--- src/rtl/asym_fifo_pkg.sv ---
// Shared constants and helpers for the asymmetric FIFO controllers.
// Width math is evaluated at elaboration time only.
package asym_fifo_pkg;

    localparam int BO_MS_FIRST = 0;
    localparam int BO_LS_FIRST = 1;

    localparam int ERR_STICKY = 0;
    localparam int ERR_PULSE  = 1;

    // Bits needed to encode value distinct codes; never returns less than 1.
    function automatic int clog2(input int value);
        int r;
        r = 0;
        while ((1 << r) < value) begin
            r = r + 1;
        end
        if (r < 1) begin
            r = 1;
        end
        return r;
    endfunction

endpackage

--- src/rtl/asym_fifo_flag_gen.sv ---
// Status flags decoded from the registered word count.
// Shared by the packing and unpacking FIFO controllers.
module asym_fifo_flag_gen #(
    parameter int depth    = 8,
    parameter int ae_level = 2,
    parameter int af_level = 2,
    parameter int CW       = 4
) (
    input  logic [CW-1:0] wcount,
    output logic          empty,
    output logic          almost_empty,
    output logic          half_full,
    output logic          almost_full,
    output logic          full
);

    assign empty        = (wcount == CW'(0));
    assign full         = (wcount == CW'(depth));
    assign almost_empty = (wcount <= CW'(ae_level));
    assign almost_full  = (wcount >= CW'(depth - af_level));
    assign half_full    = (wcount >= CW'((depth + 1) / 2));

endmodule

--- src/rtl/asym_fifoctl_unpack_s1.sv ---
// Wide-write / narrow-read FIFO controller for an external async-read RAM.
// Each stored word is popped as K sub-words; the word retires on the last one.
module asym_fifoctl_unpack_s1
    import asym_fifo_pkg::*;
#(
    parameter int data_in_width  = 16,
    parameter int data_out_width = 8,
    parameter int depth          = 8,
    parameter int ae_level       = 2,
    parameter int af_level       = 2,
    parameter int err_mode       = 1,
    parameter int byte_order     = 0,
    localparam int AW            = clog2(depth)
) (
    input  logic                      clk,
    input  logic                      rst,
    input  logic                      push_req_n,
    input  logic                      pop_req_n,
    input  logic [data_in_width-1:0]  data_in,
    input  logic [data_in_width-1:0]  rd_data,
    output logic                      we_n,
    output logic [AW-1:0]             wr_addr,
    output logic [data_in_width-1:0]  wr_data,
    output logic [AW-1:0]             rd_addr,
    output logic [data_out_width-1:0] data_out,
    output logic                      empty,
    output logic                      almost_empty,
    output logic                      half_full,
    output logic                      almost_full,
    output logic                      full,
    output logic                      part_wd,
    output logic                      error
);

    localparam int K  = data_in_width / data_out_width;
    localparam int CW = clog2(depth + 1);
    localparam int SW = clog2(K);

    logic [AW-1:0] wr_ptr_q, wr_ptr_d;
    logic [AW-1:0] rd_ptr_q, rd_ptr_d;
    logic [CW-1:0] wcount_q, wcount_d;
    logic [SW-1:0] sub_idx_q, sub_idx_d;
    logic          err_q, err_d;

    logic          push_ok;
    logic          pop_ok;
    logic          retire;
    logic          err_event;
    logic [SW-1:0] sub_sel;

    asym_fifo_flag_gen #(
        .depth    (depth),
        .ae_level (ae_level),
        .af_level (af_level),
        .CW       (CW)
    ) u_flags (
        .wcount       (wcount_q),
        .empty        (empty),
        .almost_empty (almost_empty),
        .half_full    (half_full),
        .almost_full  (almost_full),
        .full         (full)
    );

    always_comb begin
        push_ok   = !push_req_n && !full;
        pop_ok    = !pop_req_n && !empty;
        retire    = pop_ok && (sub_idx_q == SW'(K - 1));
        err_event = (!push_req_n && full) || (!pop_req_n && empty);

        wr_ptr_d  = wr_ptr_q;
        rd_ptr_d  = rd_ptr_q;
        sub_idx_d = sub_idx_q;

        if (push_ok) begin
            wr_ptr_d = (wr_ptr_q == AW'(depth - 1)) ? '0 : wr_ptr_q + AW'(1);
        end

        if (pop_ok) begin
            if (retire) begin
                sub_idx_d = '0;
                rd_ptr_d  = (rd_ptr_q == AW'(depth - 1)) ? '0 : rd_ptr_q + AW'(1);
            end else begin
                sub_idx_d = sub_idx_q + SW'(1);
            end
        end

        wcount_d = wcount_q + CW'(push_ok) - CW'(retire);

        if (err_mode == ERR_STICKY) begin
            err_d = err_q || err_event;
        end else begin
            err_d = err_event;
        end
    end

    always_ff @(posedge clk or posedge rst) begin
        if (rst) begin
            wr_ptr_q  <= '0;
            rd_ptr_q  <= '0;
            wcount_q  <= '0;
            sub_idx_q <= '0;
            err_q     <= 1'b0;
        end else begin
            wr_ptr_q  <= wr_ptr_d;
            rd_ptr_q  <= rd_ptr_d;
            wcount_q  <= wcount_d;
            sub_idx_q <= sub_idx_d;
            err_q     <= err_d;
        end
    end

    // MS-first counts sub-words down from the top of the stored word.
    always_comb begin
        if (byte_order == BO_LS_FIRST) begin
            sub_sel = sub_idx_q;
        end else begin
            sub_sel = SW'(K - 1) - sub_idx_q;
        end
        data_out = rd_data[int'(sub_sel) * data_out_width +: data_out_width];
    end

    assign we_n    = !push_ok;
    assign wr_addr = wr_ptr_q;
    assign wr_data = data_in;
    assign rd_addr = rd_ptr_q;
    assign part_wd = (sub_idx_q != '0);
    assign error   = err_q;

endmodule

--- config.mk ---
export PLATFORM = sky130hd
export DESIGN_NAME = asym_fifoctl_unpack_s1
export DESIGN_NICKNAME = d
export VERILOG_FILES = /design/src/rtl/asym_fifo_pkg.sv /design/src/rtl/asym_fifo_flag_gen.sv /design/src/rtl/asym_fifoctl_unpack_s1.sv
export SDC_FILE = /design/constraint.sdc
export NUM_CORES = 1
export LEC_CHECK = 0
export BUFFER_PORTS_ARGS = -buffer_cell sky130_fd_sc_hd__buf_2
export CORE_ASPECT_RATIO = 2
export CORE_UTILIZATION = 35
export DETAILED_ROUTE_END_ITERATION = 16
export GPL_ROUTABILITY_DRIVEN = 1
export GPL_TIMING_DRIVEN = 0
export PLACE_DENSITY = 0.75
export SYNTH_ARGS = -nofsm -noshare
export SYNTH_HDL_FRONTEND = slang
export SYNTH_SLANG_ARGS = --single-unit
--- constraint.sdc ---
create_clock -name clk -period 2.09 [get_ports clk]
set_clock_uncertainty 0.15 [all_clocks]
set_input_delay 0.418 -clock clk [delete_from_list [all_inputs] [get_ports clk]]
set_output_delay 0.418 -clock clk [all_outputs]
set_load 0.02 [all_outputs]
### Word level (Yosys, flattened, before mapping)

Index checks and enable logic that the tools add are counted.

* add/subtract/negate cells: 6
* order comparisons: 3
* equality and inequality tests: 3
* shift-type cells: 1
* multiplexer cells: 3
* reductions and logical operators: 13

Operator list (number)
* variable part select 16 x 5 -> 8 bit: 1
* greater-or-equal comparator 4 x 3 -> 1 bit (second input constant): 2
* adder 3 x 1 -> 3 bit (second input constant): 2
* == test 3 bit (second input constant): 2
* two-way mux 3 bit: 2
* logical AND 1 bit: 5
* zero test 1 bit: 5
* adder 4 x 1 -> 4 bit: 1
* == test 4 bit (second input constant): 1
* less-or-equal comparator 4 x 2 -> 1 bit (second input constant): 1
* zero test 4 bit: 1
* subtractor 4 x 1 -> 4 bit: 1
* AND reduction 2 bit: 1
* adder 1 bit (second input constant): 1
* logical OR 1 bit: 1
* two-way mux 1 bit: 1
* subtractor 1 bit (first input constant): 1

* flip-flop bits (word level): 12
* output and inout bits: 38
* logic and storage cells: 34

### Depth between registers and ports, before layout

Gate-level depths: netlist of run 1.

* depth after elaboration: 5
* depth in mapped cells: 11

### Modules after synthesis

Synthesis of run 1 repeated with hierarchy kept, for this count alone.

* cells, all modules: 81
* area, all modules: 909.6 um^2

By module, submodules not included
* asym_fifoctl_unpack_s1: instances 1, cells an instance 76, area an instance 859.6 um^2, sequential area each 300.3 um^2
* asym_fifo_flag_gen: instances 1, cells an instance 5, area an instance 50.0 um^2, sequential area each 0.0 um^2

### Least setup slack after synthesis of run 1

Ideal clock, no wire load.

* kind: reg2reg
* from: reg wcount_q[2]
* to: reg wcount_q[2]
* arrival time: 2.247 ns
* required time: 1.818 ns
* slack: -0.429 ns
* cell stages (with the launch flop): 11
* clock period less this slack: 2.519 ns
* cells stage by stage: dfrtp_1 > inv_1 > ha_1 > nor3b_2 > nor2_1 > inv_1 > ha_1 > inv_1 > ha_1 > fa_1 > xor2_1

* cells in the longest elaborated chain, start to end: 5

RTL lines
* from (decl): line asym_fifoctl_unpack_s1.sv:41 `logic [CW-1:0] wcount_q, wcount_d;`
* from (signal assigned): line asym_fifoctl_unpack_s1.sv:107 `wcount_q <= wcount_d;`
* == test 4 bit: line asym_fifo_flag_gen.sv:18 `assign full = (wcount == CW'(depth));`
* named net full: line asym_fifoctl_unpack_s1.sv:30 `output logic full,`
* zero test 1 bit: line asym_fifoctl_unpack_s1.sv:66 `push_ok = !push_req_n && !full;`
* logical AND 1 bit: line asym_fifoctl_unpack_s1.sv:66
* adder 4 x 1 -> 4 bit: line asym_fifoctl_unpack_s1.sv:88 `wcount_d = wcount_q + CW'(push_ok) - CW'(retire);`
* subtractor 4 x 1 -> 4 bit: line asym_fifoctl_unpack_s1.sv:88
* named net wcount_d[2]: line asym_fifoctl_unpack_s1.sv:41

The timed path passes the listed nets, and every way through them passes these cells.
A chain may end at the register's enable or synchronous reset.

### Final worst setup path of run 1

* from: reg wcount_q[3]
* to: reg wcount_q[2]

* cells in the longest elaborated chain, start to end: 5

RTL lines (line)
* == test 4 bit / zero test 4 bit (equally long branches): asym_fifo_flag_gen.sv:18, asym_fifo_flag_gen.sv:17
* zero test 1 bit (on tied branches): asym_fifoctl_unpack_s1.sv:66, asym_fifoctl_unpack_s1.sv:67
* logical AND 1 bit (on tied branches): asym_fifoctl_unpack_s1.sv:66, asym_fifoctl_unpack_s1.sv:67
* adder 4 x 1 -> 4 bit / logical AND 1 bit (equally long branches): asym_fifoctl_unpack_s1.sv:88, asym_fifoctl_unpack_s1.sv:68
* subtractor 4 x 1 -> 4 bit *: asym_fifoctl_unpack_s1.sv:88
* named net wcount_d[2]: asym_fifoctl_unpack_s1.sv:41

Mark *: on every way through the listed nets, which the timed path passes. The rest lies on a longest branch.

==> results.json, run 1 <==
{
  "synthXorXnorAreaFrac_pct": 2.76,
  "synth_top_area_cell": "dfrtp_1",
  "ys_seq_elements": 12,
  "cp.arrival_ns": 2.15,
  "yosysTopAreaCellShare_pct": 31.5,
  "grt_first_pass_wirelength_um": 3450,
  "critPathMaxStageDelay_ns": 0.43,
  "antenna_found_initial": 0,
  "crit_path_start_kind": "flop",
  "path_max_fanout": 3,
  "r2r_start": "wcount_q[3]",
  "yosysUniqueCellTypes": 19,
  "dr.pass1.iters": 4,
  "path_class": "flop to flop",
  "via_per_inst": 4.63,
  "pin_count": 74,
  "grt_util_all_layers_pct": 17.0,
  "p_leak_uw": 0.000802,
  "num_rows": 26,
  "finalHoldViolations": 0,
  "reg2reg_to": "wcount_q[2]",
  "yosysSeqAreaShare_pct": 31.5,
  "synth_fp_nets": 135,
  "yosys-top-cells-count": "buf_4, ha_1, dfrtp_1, mux2_2, inv_1",
  "grt_overflow": 0,
  "cts_tree": "done",
  "fin_ws_ns": -0.0897,
  "met2_usage_pct": 35.2,
  "status": "finished, violations left",
  "seqPwrFrac_pct": 23.8,
  "p_sw_share_pct": 43.8,
  "synth_compound_area_share_pct": 5.12,
  "syn2layout_area_growth_pct": 56.7,
  "avgSynthCellArea_um2": 11.2,
  "layout-drive-gt1-share_pct": 77.6,
  "cpMaxStageDelayCell": "dfrtp_2",
  "wirelength_um": 2240,
  "ys.flop_type": "dfrtp_1",
  "yosys_warnings": 0,
  "max_freq_ghz": 0.459,
  "fin_util_pct": 58.1,
  "worstMarginPinSlew_ns": 0.435,
  "end_kind": "flop",
  "postRouteAntennaNets": 0,
  "synth_top_family_by_area": "adder cells",
  "drc_errors": 0,
  "p_per_area_mw_per_mm2": 1430,
  "grt_pass1_vias": 839,
  "async_reset_ff_share_pct": 100,
  "layout.nets": 207,
  "maxCapViolations": 0,
  "place_congestion": 0.659,
  "synth_area_um2": 953,
  "cp_top_family": "adder cells",
  "switchingPower_uw": 939,
  "worstPathCellList": "inv_2, ha_4, nor3b_4, nor3b_4, ha_4, inv_2, ha_4, fa_2, xor2_1",
  "yosys.area_share.simple_pct": 7.48,
  "hold_buffers": 0,
  "synth_area_leaders": "dfrtp_1, ha_1, mux2_2",
  "violations": "negative setup slack",
  "grt_max_degree": 13,
  "clkPwrFrac_pct": 11.6,
  "reg2reg_slack_ns": -0.09,
  "synthCells": 85,
  "core_mm2": 0.00257,
  "slew_headroom_pct": 70.9,
  "cp.required_ns": 2.06,
  "comb_power_share_pct": 64.6,
  "top_usage_layer": "met2",
  "grt_use_met3_pct": 1.17,
  "rsz0062_at_grt": "yes",
  "fin_crit_ns": 2.18,
  "cts_max_level": 1,
  "initial_core_util_pct": 37.1,
  "vdd.ir_drop.worst_uv": 860,
  "synth_most_common_cell": "buf_4",
  "intPower_uw": 1200,
  "cts_buffers": 3,
  "crit_buf_inv": 2,
  "grtUsageMet1_pct": 14.9,
  "drv_slew": 0,
  "place_hpwl_um": 1860,
  "wl_per_cell_um": 12.2,
  "ctsRootBufferMaster": "clkbuf_8",
  "cp_common_cell": "ha_4",
  "placed_cell_area_mm2": 0.00135,
  "port_buffers": 57,
  "fin_crit_sh_pct": 104,
  "final_area_mm2": 0.00149,
  "vias": 852,
  "clk_latency_ns": 0.24,
  "clk_pin_slew_ns": 0.05,
  "dieArea_mm2": 0.00295,
  "reg2reg_depth": 9,
  "setup_viol": 3,
  "power_uw": 2140,
  "clock-sinks": 12,
  "antenna_cells": 0,
  "synth_edf_count": 0,
  "die_width_um": 38.9,
  "die_h_um": 75.8,
  "hp-class": "input port to asynchronous set/reset pin",
  "synthAdderAreaFrac_pct": 19.2,
  "drt_iter0_drc": 14,
  "synth.mux.area_fraction_pct": 16.5,
  "clockBufferDepth": 2
}
-- cells by family after synthesis --
family          after synthesis
compound gates                6
flops                        12
mux                          14
fa+ha+maj                    14
xor+xnor                      3
simple gates                  8
buf+inv                      28
-- stage by stage --
step                      setup slack [ns]  setup TNS, ns  hold slack [ns]  cells
after floorplan                     -0.233         -0.595            0.133     85
after global placement              -0.207         -0.612            0.295    170
after detailed placement            -0.279         -0.825            0.287    170
after CTS                          -0.0769         -0.228           0.0412    183
after global routing                -0.121         -0.353           0.0819    184
final                              -0.0897         -0.237           0.0158    184
-- worst max path at each step --
| stage | endpoint | slack [ns] | cells past startpoint | from |
|---|---|---|---|---|
| after global routing | wcount_q[2] | -0.12 | 9 | wcount_q[2] |
| after detailed placement | wcount_q[2] | -0.28 | 10 | wcount_q[2] |
| after global placement | wcount_q[2] | -0.21 | 10 | wcount_q[2] |
| after CTS | wcount_q[3] | -0.08 | 10 | wcount_q[3] |
| after floorplan | wcount_q[2] | -0.23 | 9 | wcount_q[3] |
| final | wcount_q[2] | -0.09 | 9 | wcount_q[3] |
-- flip-flops by register name (all words and copies together), names as in the netlist --
signal	count
wcount_q	4
rd_addr	3
wr_addr	3
error	1
part_wd	1
-- power groups by stage --
stage               Clock, µW  Sequential (µW)  Combinational, µW
floorplan                   0              583                833
global placement            0              505               1190
detailed placement          0              518               1270
CTS                       250              510               1380
global route              264              526               1510
finish                    248              511               1380
-- worst register-to-register path, stage by stage (launching register included) --
cell and delay, ns:
dfrtp_2 0.43, inv_2 0.09, ha_4 0.14, nor3b_4 0.24
nor3b_4 0.08, ha_4 0.27, inv_2 0.04, ha_4 0.15
fa_2 0.33, xor2_1 0.15
-- what timing repair did --
| action | in CTS | in global routing |
|---|---|---|
| resized for setup | 5 | 1 |
| buffers inserted | 9 | 1 |
| endpoints found under the setup margin | 5 | 4 |
| pin swaps | 5 | 1 |
-- final cells by class --
class | instances | area (µm²)
fill | 237 | 1080
tap | 28 | 35.0
inverter | 11 | 46.3
clock buffer | 4 | 55.1
timing repair buffer | 67 | 360
buffer | 17 | 125
sequential | 12 | 303
multi-input combinational | 45 | 569
-- metal layers --
layer / vias up / routed length [µm] / share of wire [%]
li1: 408 / - / -
met5: - / 0 / 0
met4: 0 / 32 / 1.4
met2: 34 / 1410 / 63
met3: 4 / 122 / 5.4
met1: 406 / 673 / 30
-- cells in the final DEF (no fill, tap or decap) --
| cell type | Yosys | routed |
|---|---|---|
| buf_4 | 16 | 26 |
| ha_1 | 13 | 8 |
| mux2_1 | 2 | 2 |
| dfrtp_1 | 12 | 10 |
| o31ai_1 | 1 | 1 |
| inv_2 | 0 | 4 |
| fa_2 | 0 | 1 |
| a21boi_0 | 1 | 1 |
| buf_2 | 1 | 58 |
| dfrtp_2 | 0 | 2 |
| xor2_1 | 3 | 3 |
| nor2b_1 | 1 | 1 |
| a21oi_2 | 0 | 1 |
| ha_4 | 0 | 5 |
| mux2_2 | 12 | 12 |
| inv_1 | 11 | 5 |
| a22o_2 | 1 | 1 |
| nor3b_4 | 2 | 3 |
| nor2_1 | 4 | 3 |
| a221o_2 | 1 | 1 |
| nor2_4 | 0 | 1 |
| clkbuf_8 | 0 | 4 |
| inv_4 | 0 | 2 |
| a21o_1 | 1 | 1 |
No activity file was read; power rests on OpenSTA's default activity.
==> run 2, diff against run 1 <==
Settings changed: GPL_TIMING_DRIVEN 0 to default.
==> results.json, run 2 (synthesis gave the netlist of run 1 again) <==
{
  "status": "finished, violations left",
  "violations": "negative setup slack",
  "placed_cell_area_mm2": 0.00124,
  "via_per_inst": 4.67,
  "dr.pass1.iters": 2,
  "worstMarginPinSlew_ns": 0.457,
  "reg2reg_to": "wcount_q[1]",
  "die_h_um": 75.8,
  "antenna_cells": 0,
  "p_per_area_mw_per_mm2": 1630,
  "grt_pass1_vias": 829,
  "vias": 752,
  "cts_buffers": 3,
  "drv_slew": 0,
  "regMostFlops": "wcount_q",
  "cp.arrival_ns": 2.14,
  "num_rows": 26,
  "fin_ws_ns": -0.0798,
  "clock-sinks": 12,
  "grt_util_all_layers_pct": 17.2,
  "syn2layout_area_growth_pct": 44.2,
  "grt_first_pass_wirelength_um": 3510,
  "place_hpwl_um": 1700,
  "layout_commonest_cell": "buf_2",
  "setup_viol": 4,
  "cts_max_level": 1,
  "slew_headroom_pct": 69.5,
  "fin_crit_sh_pct": 104,
  "finalHoldViolations": 0,
  "pre_cts_slack_ns": -0.113,
  "clockBufferDepth": 2,
  "clk_latency_ns": 0.25,
  "ctsRootBufferMaster": "clkbuf_8",
  "pin_count": 74,
  "fin_crit_ns": 2.17,
  "cp_common_cell": "ha_4",
  "place_congestion": 0.732,
  "layout-drive-gt1-share_pct": 72.9,
  "antenna_found_initial": 0,
  "wl_per_cell_um": 13.2,
  "critPathMaxStageDelay_ns": 0.42,
  "fin_tns_setup_ns": -0.260,
  "r2r_start": "wcount_q[3]",
  "drt_iter0_drc": 9,
  "drc_errors": 0,
  "fin_util_pct": 53.5,
  "hp-class": "input port to asynchronous set/reset pin",
  "reg2reg_slack_ns": -0.08,
  "final_area_mm2": 0.00138,
  "cts_tree": "done",
  "maxCapViolations": 0,
  "path_class": "flop to flop",
  "p_leak_uw": 0.000715,
  "clk_pin_slew_ns": 0.05,
  "power_uw": 2240,
  "wirelength_um": 2120,
  "cp.required_ns": 2.06,
  "reg2reg_depth": 8,
  "dieArea_mm2": 0.00295,
  "path_max_fanout": 3,
  "die_width_um": 38.9,
  "max_freq_ghz": 0.461,
  "core_mm2": 0.00257,
  "postRouteAntennaNets": 0,
  "rsz0062_at_grt": "yes",
  "cpMaxStageDelayCell": "dfrtp_1",
  "port_buffers": 41,
  "end_kind": "flop",
  "vdd.ir_drop.worst_uv": 1010,
  "grt_max_degree": 13,
  "worstPathCellList": "inv_2, ha_4, nor3b_4, nor3b_4, ha_4, inv_2, ha_4, fa_2",
  "final_cell_mix": "buf_2, buf_4, mux2_2, dfrtp_1, ha_1",
  "largest_reg_flops": 4,
  "layout.nets": 184,
  "crit_path_start_kind": "flop",
  "grt_overflow": 0,
  "initial_core_util_pct": 37.1
}
## run 2: cell types whose count changed in the layout (fill, tap and decap cells not counted), sizes merged
cell,previous run,this run
buf,84,61
## run 2: area by class of cell
class / count / area [µm²]
Fill cell: 239 / 1190
Multi-Input combinational cell: 45 / 569
Timing Repair Buffer: 61 / 370
Sequential cell: 12 / 302
Clock buffer: 4 / 55.1
Inverter: 11 / 43.8
Tap cell: 28 / 35.0
## run 2: power breakdown
group / total, µW / switching (µW) / internal (µW)
Clock: 254 / 87.4 / 166
Sequential: 463 / 101 / 362
Combinational: 1520 / 748 / 772
Total: 2240 / 937 / 1300
## run 2: per-stage QoR
| step | hold slack, ns | instances |
|---|---|---|
| detailed placement | 0.308 | 150 |
| global placement | 0.304 | 150 |
| global route | 0.0727 | 161 |
| finish | 0.0209 | 161 |
| CTS | 0.0333 | 157 |
| floorplan | 0.133 | 85 |
## run 2: worst max path at each step
stage / endpoint / start / cells after the start
final: wcount_q[1] / wcount_q[3] / 8
after global routing: wcount_q[2] / wcount_q[2] / 9
after CTS: wcount_q[1] / wcount_q[3] / 8
after detailed placement: wcount_q[1] / wcount_q[3] / 8
after global placement: wcount_q[1] / wcount_q[3] / 8
after floorplan: wcount_q[2] / wcount_q[3] / 9
## run 2: metal layers
metal | routed length, µm | up-vias | track usage [%]
met3 | 111 | 5 | 3.79
met1 | 663 | 369 | 15.5
li1 | - | 360 | -
met5 | 0 | - | 0
met4 | 46 | 0 | 9.96
met2 | 1300 | 18 | 32.6
## run 2: timing repair
item,CTS,global route
pin swaps,6,5
endpoints found under the setup margin,5,8
setup buffers,3,4
gates resized for setup,4,5
hold buffers,0,0
## run 2: worst max-delay path: cells and delay by family, from the launching register on
kind	cells	cell delay (ns)
fa+ha+maj	4	0.93
simple gates	2	0.40
buf+inv	2	0.14
flops	1	0.42
